==> config.mk <==
export PLATFORM = sky130hd
export DESIGN_NAME = interrupt_controller
export DESIGN_NICKNAME = d
export VERILOG_FILES = /design/src/rtl/interrupt_controller.sv
export SDC_FILE = /design/constraint.sdc
export NUM_CORES = 1
export LEC_CHECK = 0
export ABC_AREA = 1
export BUFFER_PORTS_ARGS = -buffer_cell sky130_fd_sc_hd__buf_2
export CELL_PAD_IN_SITES_DETAIL_PLACEMENT = 0
export CELL_PAD_IN_SITES_GLOBAL_PLACEMENT = 1
export CORE_MARGIN = 10
export CORE_UTILIZATION = 32
export DETAILED_ROUTE_END_ITERATION = 12
export PLACE_DENSITY_LB_ADDON = 0.1
export RECOVER_POWER = 50
export SLEW_MARGIN = 40
export SYNTH_ARGS = -nofsm -noshare
export SYNTH_HDL_FRONTEND = slang
export SYNTH_SLANG_ARGS = --single-unit
==> constraint.sdc <==
create_clock -name i_Clk -period 4 [get_ports i_Clk]
set_input_delay 0.4 -clock i_Clk [delete_from_list [all_inputs] [get_ports i_Clk]]
set_output_delay 0.4 -clock i_Clk [all_outputs]
set_load 0.1 [all_outputs]
==> src/rtl/interrupt_controller.sv <==
// Interrupt flag/enable registers, request edge latching and
// priority acknowledge with vector generation for the CPU.
module interrupt_controller #(
   parameter int          NUM_IRQ     = 5,
   parameter logic [15:0] IF_ADDR     = 16'hFF0F,
   parameter logic [15:0] IE_ADDR     = 16'hFFFF,
   parameter logic [15:0] VECTOR_BASE = 16'h0040
) (
   input  logic               i_Clk,
   input  logic               i_Rst,
   input  logic               i_Enable,
   input  logic [15:0]        i_Address,
   input  logic [7:0]         i_Bus,
   input  logic               i_Write,
   input  logic               i_Read,
   output logic [7:0]         o_Bus,
   input  logic [NUM_IRQ-1:0] i_Requests,
   input  logic               i_Handle_Interrupt,
   output logic [NUM_IRQ-1:0] o_Interrupts,
   output logic [15:0]        o_Vector,
   output logic               o_Ack_Valid
);

   localparam int SEL_W = (NUM_IRQ > 1) ? $clog2(NUM_IRQ) : 1;

   logic [NUM_IRQ-1:0] if_q;
   logic [7:0]         ie_q;
   logic [NUM_IRQ-1:0] req_q;
   logic               hi_q;

   logic [NUM_IRQ-1:0] rise;
   logic [NUM_IRQ-1:0] if_base;
   logic [NUM_IRQ-1:0] if_next;
   logic [NUM_IRQ-1:0] ack_mask;
   logic [SEL_W-1:0]   sel;
   logic [15:0]        vec_next;
   logic               ack;
   logic               wr_if;
   logic               wr_ie;

   assign o_Interrupts = if_q & ie_q[NUM_IRQ-1:0];
   assign rise         = i_Requests & ~req_q;
   assign ack          = i_Handle_Interrupt & ~hi_q & (|o_Interrupts);
   assign wr_if        = i_Write && (i_Address == IF_ADDR);
   assign wr_ie        = i_Write && (i_Address == IE_ADDR);

   // descending scan so the lowest pending index wins
   always_comb begin
      sel = '0;
      for (int i = NUM_IRQ - 1; i >= 0; i--) begin
         if (o_Interrupts[i]) sel = SEL_W'(i);
      end
   end

   always_comb begin
      ack_mask = '0;
      if (ack) ack_mask = NUM_IRQ'(1) << sel;
   end

   assign vec_next = VECTOR_BASE + 16'({sel, 3'b000});
   assign if_base  = wr_if ? i_Bus[NUM_IRQ-1:0] : if_q;
   assign if_next  = (if_base & ~ack_mask) | rise;

   always_ff @(posedge i_Clk or posedge i_Rst) begin
      if (i_Rst) begin
         if_q        <= '0;
         ie_q        <= '0;
         req_q       <= '0;
         hi_q        <= 1'b0;
         o_Vector    <= '0;
         o_Ack_Valid <= 1'b0;
      end else if (i_Enable) begin
         if_q        <= if_next;
         req_q       <= i_Requests;
         hi_q        <= i_Handle_Interrupt;
         o_Ack_Valid <= ack;
         if (wr_ie) ie_q <= i_Bus;
         if (ack) o_Vector <= vec_next;
      end else begin
         o_Ack_Valid <= 1'b0;
      end
   end

   always_comb begin
      o_Bus = 8'h00;
      if (i_Read && (i_Address == IF_ADDR))
         o_Bus = {{(8 - NUM_IRQ){1'b1}}, if_q};
      else if (i_Read && (i_Address == IE_ADDR))
         o_Bus = ie_q;
   end

endmodule
==> results of run 1 <==
final cells by class:
class	instances	area (um2)
repair buffers	52	259
inverters	36	135
flip-flops and latches	24	601
fillers	517	2630
multi-input cells	137	683
well taps	52	65.1
clock inverters	1	30.0
clock buffers	3	41.3
worst max-delay path: cells and delay by family:
family | cells | cell delay [ps]
simple gates | 4 | 660
buf+inv | 2 | 570
compound gates | 1 | 280
worst max path at each step:
stage | from | end | cells past startpoint
6_report | i_Address[6] | o_Bus[1] | 7
5_1_grt | i_Address[6] | o_Bus[1] | 7
4_1_cts | i_Address[6] | o_Bus[0] | 7
3_5_place_dp | i_Address[6] | o_Bus[0] | 7
3_3_place_gp | i_Address[14] | o_Bus[0] | 10
2_1_floorplan | i_Address[6] | o_Bus[0] | 5
sequential cells by signal, indices dropped and copies added (netlist names):
| name | cells |
|---|---|
| ie_q | 8 |
| if_q | 5 |
| req_q | 5 |
| o_Vector | 4 |
| hi_q | 1 |
| o_Ack_Valid | 1 |
kinds of logic after synthesis:
group	count (synthesis)	synth area share (%)
simple gates	92	30.2
buf+inv	51	16.3
compound gates	33	13.2
flops	24	40.0
other cells	1	0.250
metal layers:
metal  GRT usage (%)  share of wire (%)
met2            17.3                 46
met4            1.76               0.50
met3            4.50                8.2
met1            12.7                 45
met5               0                  0
cells in the mapped netlist, types with 2 or more instances:
master	instances	area, um2
nor2_1	10	37.5
inv_1	35	131
o21ai_2	8	70.1
o21ai_0	12	60.1
dfrtp_1	24	601
nand2_1	50	188
buf_4	12	90.1
nand4_1	6	37.5
a21oi_1	12	60.1
nand2_2	3	18.8
nand3_1	15	75.1
nand3_2	2	20.0
per-stage QoR:
| step | util [%] | total power, mW | std cells | setup WS [ps] |
|---|---|---|---|---|
| floorplan | - | 0.336 | 212 | 520 |
| global placement | 39.5 | 0.352 | 301 | 1690 |
| detailed placement | 39.5 | 0.352 | 301 | 1660 |
| CTS | 41.1 | 0.573 | 305 | 1660 |
| global route | 40.8 | 0.588 | 305 | 1520 |
| finish | 40.8 | 0.565 | 305 | 1690 |
where the power goes:
part	total [mW]	switching (mW)	leakage (nW)	internal, mW
sequential	0.249	0.00147	0.298	0.248
combinational	0.0961	0.0778	0.798	0.0183
clock	0.219	0.0851	0.0357	0.134
total	0.565	0.164	1.13	0.400
==> impl_metrics.json, run 1 <==
{
  "status": "completed",
  "syn-cell-area_um2": 1500,
  "min_period_over_period_pct": 57.8,
  "grt_pass1_vias": 1436,
  "hpwl_mm": 3.32,
  "cp.required_ps": 3600,
  "antennaDiodeCount": 0,
  "critPathKind": "input pin to output pin",
  "clk_latency_ps": 280,
  "dr_total_vias": 1360,
  "cpMaxStageDelayCell": "buf_2",
  "drc": 0,
  "fmax_mhz": 432,
  "r2r_slack_ps": 2530,
  "skew_ps": 12.0,
  "die_w_um": 88.5,
  "area_growth_pct": 20.9,
  "avgSynthCellArea_um2": 7.46,
  "grtUsageTotal_pct": 10.5,
  "worst_path_largest_cell_delay_ps": 470,
  "synth_edf_count": 0,
  "final_common_cell": "buf_2",
  "min_period_ps": 2310,
  "ys_ff_latch": 24,
  "post_cts_buffers": 0,
  "dieArea_um2": 7830,
  "r2r_cells": 7,
  "powerDensity_nw_per_um2": 311,
  "htree_levels": 1,
  "max_slew_margin_pct": 37.2,
  "post_cts_resized": 0,
  "finalHoldViolCount": 0,
  "end_kind": "output pin",
  "final_cell_mix": "buf_2, nand2_1, inv_1",
  "rsz0062_at_grt": "no",
  "ant_nets": 0,
  "cts_tree": "built",
  "synth-main-ff-cell": "dfrtp_1",
  "hold_buffers": 0,
  "cts_buffer_depth": 2,
  "worst-path-max-fanout": 8,
  "cts_buffers": 3,
  "power.leakage_nw": 1.13,
  "detail_route.wl_per_cell_um": 13.2,
  "routabilityCongestion": 0.720,
  "peakVddDrop_mv": 0.149,
  "fin_tns_setup_ps": 0,
  "cts_sinks": 24,
  "die_y_um": 88.5,
  "clkSlewWorstSetupHoldPaths_ps": 100,
  "drv_slew": 0,
  "drt_iter0_markers": 49,
  "coreArea_um2": 4440,
  "drt-pass1-iter-count": 4,
  "grt_max_degree": 25,
  "reg2reg_to": "o_Vector[6]",
  "initial_core_util_pct": 33.8,
  "io_pins": 65,
  "crit_path_frequent_cell": "buf_2",
  "grt_first_pass_wirelength_mm": 6.58,
  "routed_wl_mm": 4.03,
  "portBuffers": 52,
  "yosys_warnings": 0,
  "finalSetupViolCount": 0,
  "ys_types": 24,
  "final_layout_size_suffix_gt1_share_pct": 28.9,
  "grt-ovfl-total": 0,
  "tightest_slew_ps": 942,
  "cts-root-buf": "clkbuf_8",
  "r2r_start": "if_q[2]",
  "min_path_type": "input pin to asynchronous set/reset pin",
  "synthArstFlopShare_pct": 100,
  "nets": 289,
  "crit_chain": "buf_2, nor2_1, nand2_1, nor2_4, nand3_1, o21ai_0, buf_2",
  "rows": 24,
  "maxCapViolCount": 0,
  "ys_seq_area_share_pct": 40.0,
  "fin_area_um2": 1810,
  "antenna_found_initial": 0,
  "vias_per_cell": 4.46,
  "critPathLaunchType": "input pin",
  "synth_cells": 201,
  "postPlaceCellArea_um2": 1760,
  "holdWs_ps": 319,
  "cp.arrival_ps": 1910
}
Note: power is estimated with default switching activity, not from simulation.
==> inputs of run 2 (changes only) <==
--- a/config.mk
+++ b/config.mk
@@ -10,7 +10,7 @@
 export CELL_PAD_IN_SITES_DETAIL_PLACEMENT = 0
 export CELL_PAD_IN_SITES_GLOBAL_PLACEMENT = 1
 export CORE_MARGIN = 10
-export CORE_UTILIZATION = 32
+export CORE_UTILIZATION = 29
 export DETAILED_ROUTE_END_ITERATION = 12
 export PLACE_DENSITY_LB_ADDON = 0.1
 export RECOVER_POWER = 50
==> constraint.sdc (replaced) <==
create_clock -name i_Clk -period 2.1 [get_ports i_Clk]
set_input_delay 0.21 -clock i_Clk [delete_from_list [all_inputs] [get_ports i_Clk]]
set_output_delay 0.21 -clock i_Clk [all_outputs]
set_load 0.1 [all_outputs]
==> run 2 against run 1 <==
Net effect: global-route usage down 0.58 points; sequential share of layout area down 2.3 points; first-iteration DRC count up 14%; combinational power up 94%; cell area up 7.5%; routed wire length up 2.7%; final cell count up 6.6%; worst setup slack worse by 1400 ps; register-to-register slack worse by 1900 ps; clock-buffer cell count up 1; utilization down 2.4 points; die area up 8.0%; critical endpoint is now o_Bus[4].
==> impl_metrics.json, run 2 (synthesis gave the netlist of run 1 again) <==
{
  "tightest_slew_ps": 1360,
  "min_period_ps": 1800,
  "finalSetupViolCount": 0,
  "grt-ovfl-total": 0,
  "hpwl_mm": 3.43,
  "final_cell_mix": "nand2_1, buf_2, inv_1",
  "powerDensity_nw_per_um2": 506,
  "regArea_um2": 601,
  "antenna_found_initial": 0,
  "nets": 291,
  "power.leakage_nw": 1.16,
  "post_cts_buffers": 0,
  "fmax_mhz": 556,
  "portBuffers": 52,
  "io_pins": 65,
  "initial_core_util_pct": 29.6,
  "multi_input_area_um2": 678,
  "clk_latency_ps": 270,
  "crit_start": "i_Address[6]",
  "status": "completed",
  "drv_slew": 0,
  "r2r_start": "ie_q[2]",
  "grt_max_degree": 25,
  "peakVddDrop_mv": 0.201,
  "place_ws_ps": 310,
  "cp.required_ps": 1890,
  "detail_route.wl_per_cell_um": 12.7,
  "min_path_type": "input pin to register",
  "cts-root-buf": "clkbuf_8",
  "hold_buffers": 1,
  "skew_ps": 7.48,
  "critPathLaunchType": "input pin",
  "final_common_cell": "nand2_1",
  "end_kind": "output pin",
  "maxCapViolCount": 0,
  "finalHoldViolCount": 0,
  "drt_iter0_markers": 56,
  "cts_buffer_depth": 2,
  "area_growth_pct": 30.0,
  "cts_sinks": 24,
  "max_slew_margin_pct": 9.54,
  "cp.arrival_ps": 1590,
  "fin_area_um2": 1950,
  "routed_wl_mm": 4.14,
  "final_layout_size_suffix_gt1_share_pct": 28.6,
  "cts_buffers": 3,
  "fin_ws_ps": 301,
  "grt_first_pass_wirelength_mm": 6.87,
  "antennaDiodeCount": 0,
  "dieArea_um2": 8450,
  "grtUsageTotal_pct": 9.97,
  "grt_pass1_vias": 1408,
  "die_y_um": 91.9,
  "worst-path-max-fanout": 8,
  "die_w_um": 91.9,
  "drt-pass1-iter-count": 4,
  "reg.largest.list": "ie_q x8, if_q x5, req_q x5",
  "coreArea_um2": 5070,
  "drc": 0,
  "min_period_over_period_pct": 85.7,
  "critPathKind": "input pin to output pin",
  "min_from": "i_Requests[0]",
  "rows": 26,
  "clkSlewWorstSetupHoldPaths_ps": 80,
  "cts_tree": "built",
  "post_cts_resized": 0,
  "dr_total_vias": 1324,
  "routabilityCongestion": 0.756,
  "ant_nets": 0,
  "fillers": 589,
  "postPlaceCellArea_um2": 1910,
  "max_flop_register": "ie_q",
  "vias_per_cell": 4.07,
  "largest_reg_flops": 8,
  "htree_levels": 1,
  "rsz0062_at_grt": "no"
}
-- run 2: routing by layer --
metal | vias to the layer above | wire length, um | global-route usage (%)
li1 | 719 | - | -
met1 | 558 | 1930 | 12.2
met5 | - | 0 | 0
met2 | 43 | 1830 | 15.5
met3 | 4 | 353 | 4.73
met4 | 0 | 25 | 2.31
-- run 2: layout make-up --
cell class                      instances  share of cell area [%]
Clock buffer                            4                    2.82
Multi-Input combinational cell        137                    34.8
Tap cell                               70                    4.49
Timing Repair Buffer                   54                    20.2
Inverter                               36                    6.93
Sequential cell                        24                    30.8
-- run 2: power breakdown --
| part | leakage (nW) | internal [mW] | switching (mW) |
|---|---|---|---|
| clock network | 0.0288 | 0.168 | 0.158 |
| registers | 0.298 | 0.472 | 0.00255 |
| logic | 0.829 | 0.0367 | 0.150 |
| total | 1.16 | 0.676 | 0.310 |
-- run 2: metrics by stage --
step / setup TNS, ps / hold slack, ps / utilization (%) / std cells / power (mW)
after floorplan: -1370 / 225 / - / 212 / 0.640
after global placement: 0 / 284 / 37.6 / 320 / 0.672
after detailed placement: 0 / 289 / 37.6 / 320 / 0.673
after CTS: 0 / 148 / 38.9 / 325 / 1.01
after global routing: 0 / 151 / 38.4 / 325 / 1.04
final: 0 / 155 / 38.4 / 325 / 0.986
-- run 2: critical path, stage by stage --
cell	delay [ps]
buf_2	100
nor2_1	90
nand2_1	90
nor2_4	190
nand3_1	310
o21ai_1	370
buf_12	220
-- run 2: final timing paths --
| kind | end | slack, ps | depth (start not counted) |
|---|---|---|---|
| max | o_Bus[4] | 300 | 7 |
| max in group asynchronous | if_q[2] | 390 | 4 |
| max reg2reg | o_Vector[6] | 650 | 7 |
| min in group asynchronous | o_Vector[3] | 920 | 4 |
| min reg2reg | o_Vector[6] | 480 | 1 |
| min | req_q[0] | 150 | 3 |
==> inputs of run 3 (changes only) <==
--- a/config.mk
+++ b/config.mk
@@ -9,11 +9,12 @@
 export BUFFER_PORTS_ARGS = -buffer_cell sky130_fd_sc_hd__buf_2
 export CELL_PAD_IN_SITES_DETAIL_PLACEMENT = 0
 export CELL_PAD_IN_SITES_GLOBAL_PLACEMENT = 1
-export CORE_MARGIN = 10
+export CORE_MARGIN = 1.5
 export CORE_UTILIZATION = 29
 export DETAILED_ROUTE_END_ITERATION = 12
 export PLACE_DENSITY_LB_ADDON = 0.1
 export RECOVER_POWER = 50
+export REMOVE_ABC_BUFFERS = 1
 export SLEW_MARGIN = 40
 export SYNTH_ARGS = -nofsm -noshare
 export SYNTH_HDL_FRONTEND = slang
==> run 3 against run 2 <==
Net effect: worst hold slack better by 4.4 ps; clock skew is 2.6 ps lower; cell area is 0.45% lower; total power is 5.2% lower; largest power group unchanged; non-clock buffer count is 1 higher; first-iteration DRC count is 52% higher; highest routed layer unchanged; global-route usage is 3.7 points higher.
==> impl_metrics.json, run 3 (synthesis gave the netlist of run 1 again) <==
{
  "max_slew_margin_pct": 46.2,
  "die_y_um": 74.9,
  "place_ws_ps": 338,
  "clkPwrFrac_pct": 29.4,
  "power.leakage_nw": 1.15,
  "die_w_um": 74.9,
  "routed_wl_mm": 3.55,
  "min_period_ps": 1760,
  "cp.required_ps": 1890,
  "critPathKind": "input pin to output pin",
  "peakVddDrop_mv": 0.216,
  "cts_buffer_depth": 2,
  "reg.largest.list": "ie_q x8, if_q x5, req_q x5",
  "dr_total_vias": 1371,
  "max_flop_register": "ie_q",
  "grt-ovfl-total": 0,
  "cpMaxStageDelayCell": "o21ai_0",
  "hpwl_mm": 2.82,
  "vias_per_cell": 4.26,
  "cts_tree": "built",
  "status": "completed",
  "cp.arrival_ps": 1550,
  "worst-path-max-fanout": 9,
  "end_kind": "output pin",
  "seqPwrFrac_pct": 50.8,
  "critPathLaunchType": "input pin",
  "finalHoldViolCount": 0,
  "fin_ws_ps": 338,
  "final_cell_mix": "nand2_1, buf_2, inv_1",
  "maxCapViolCount": 0,
  "clkSlewWorstSetupHoldPaths_ps": 80,
  "min_path_type": "input pin to register",
  "dieArea_um2": 5610,
  "antennaDiodeCount": 0,
  "post_cts_resized": 0,
  "skew_ps": 4.89,
  "grt_first_pass_wirelength_mm": 5.81,
  "area_growth_pct": 29.4,
  "crit_chain": "buf_2, nand2_1, inv_1, nand2_2, nor2_8, nand3_1, o21ai_0, buf_12",
  "final_util_pct": 40.1,
  "antenna_found_initial": 0,
  "sw_frac_of_total_pct": 31.8,
  "fin_tns_setup_ps": 0,
  "powerDensity_nw_per_um2": 481,
  "coreArea_um2": 4850,
  "portBuffers": 52,
  "min_period_over_period_pct": 83.9,
  "ant_nets": 0,
  "drt-pass1-iter-count": 4,
  "postPlaceCellArea_um2": 1910,
  "fin_area_um2": 1940,
  "tightest_slew_ps": 804,
  "grt_pass1_vias": 1241,
  "finalSetupViolCount": 0,
  "rsz0062_at_grt": "no",
  "cts_buffers": 3,
  "power_frac_comb_pct": 19.9,
  "clk_latency_ps": 270,
  "drt_iter0_markers": 85,
  "grtUsageTotal_pct": 13.7,
  "final_common_cell": "nand2_1",
  "worst_path_largest_cell_delay_ps": 440,
  "rows": 25,
  "initial_core_util_pct": 30.9,
  "drc": 0,
  "routabilityCongestion": 0.731,
  "fillers": 512,
  "post_cts_buffers": 0,
  "final_layout_size_suffix_gt1_share_pct": 29.0,
  "io_pins": 65,
  "htree_levels": 1,
  "nets": 292,
  "p_int_uw": 637,
  "largest_reg_flops": 8,
  "detail_route.wl_per_cell_um": 11.0,
  "drv_slew": 0,
  "cts-root-buf": "clkbuf_8",
  "cts_sinks": 24,
  "switchingPower_uw": 297,
  "grt_max_degree": 25,
  "fmax_mhz": 568,
  "total_power_uw": 935
}
run 3: area by class of cell:
class,count,area (um2),share of cell area [%]
inverter,36,135,6.96
timing repair buffer,55,403,20.7
clock buffer,3,41.3,2.13
sequential,24,601,30.9
multi-input combinational,137,678,34.9
tap,67,83.8,4.32
run 3: metal layers:
metal | track usage (%) | wire length (um) | vias up
li1 | - | - | 719
met1 | 19.0 | 1750 | 597
met2 | 21.8 | 1570 | 53
met3 | 3.35 | 213 | 2
met4 | 2.42 | 22 | 0
met5 | 0 | 0 | -
run 3: repair_timing:
| action | CTS | global route |
|---|---|---|
| hold endpoints to repair | 24 | 0 |
| hold buffers | 1 | 0 |
| setup endpoints to repair | 0 | 0 |
run 3: final timing paths:
path                       slack, ps  cells after the start     endpoint          start
max                              340                      8     o_Bus[0]  i_Address[14]
max reg2reg                      650                      7  o_Vector[6]        ie_q[2]
min reg2reg                      470                      1  o_Vector[6]    o_Vector[6]
min in group asynchronous        640                      4     req_q[2]          i_Rst
min                              160                      3     req_q[3]  i_Requests[3]
max in group asynchronous       1060                      4      ie_q[2]          i_Rst
run 3: through the flow:
stage	hold WS (ps)	cells
floorplan	225	197
global placement	279	318
detailed placement	279	318
CTS	153	322
global route	155	322
finish	159	322
run 3: worst max-delay path: cells and delay by family:
kind | cells | cell delay, ps
compound gates | 1 | 440
simple gates | 4 | 530
buf+inv | 3 | 350
run 3: power by group through the flow:
stage	Combinational, mW	Clock, mW	Sequential (mW)
after floorplan	0.134	0	0.484
after global placement	0.188	0	0.484
after detailed placement	0.188	0	0.484
after CTS	0.189	0.290	0.475
after global routing	0.203	0.302	0.476
final	0.186	0.274	0.475
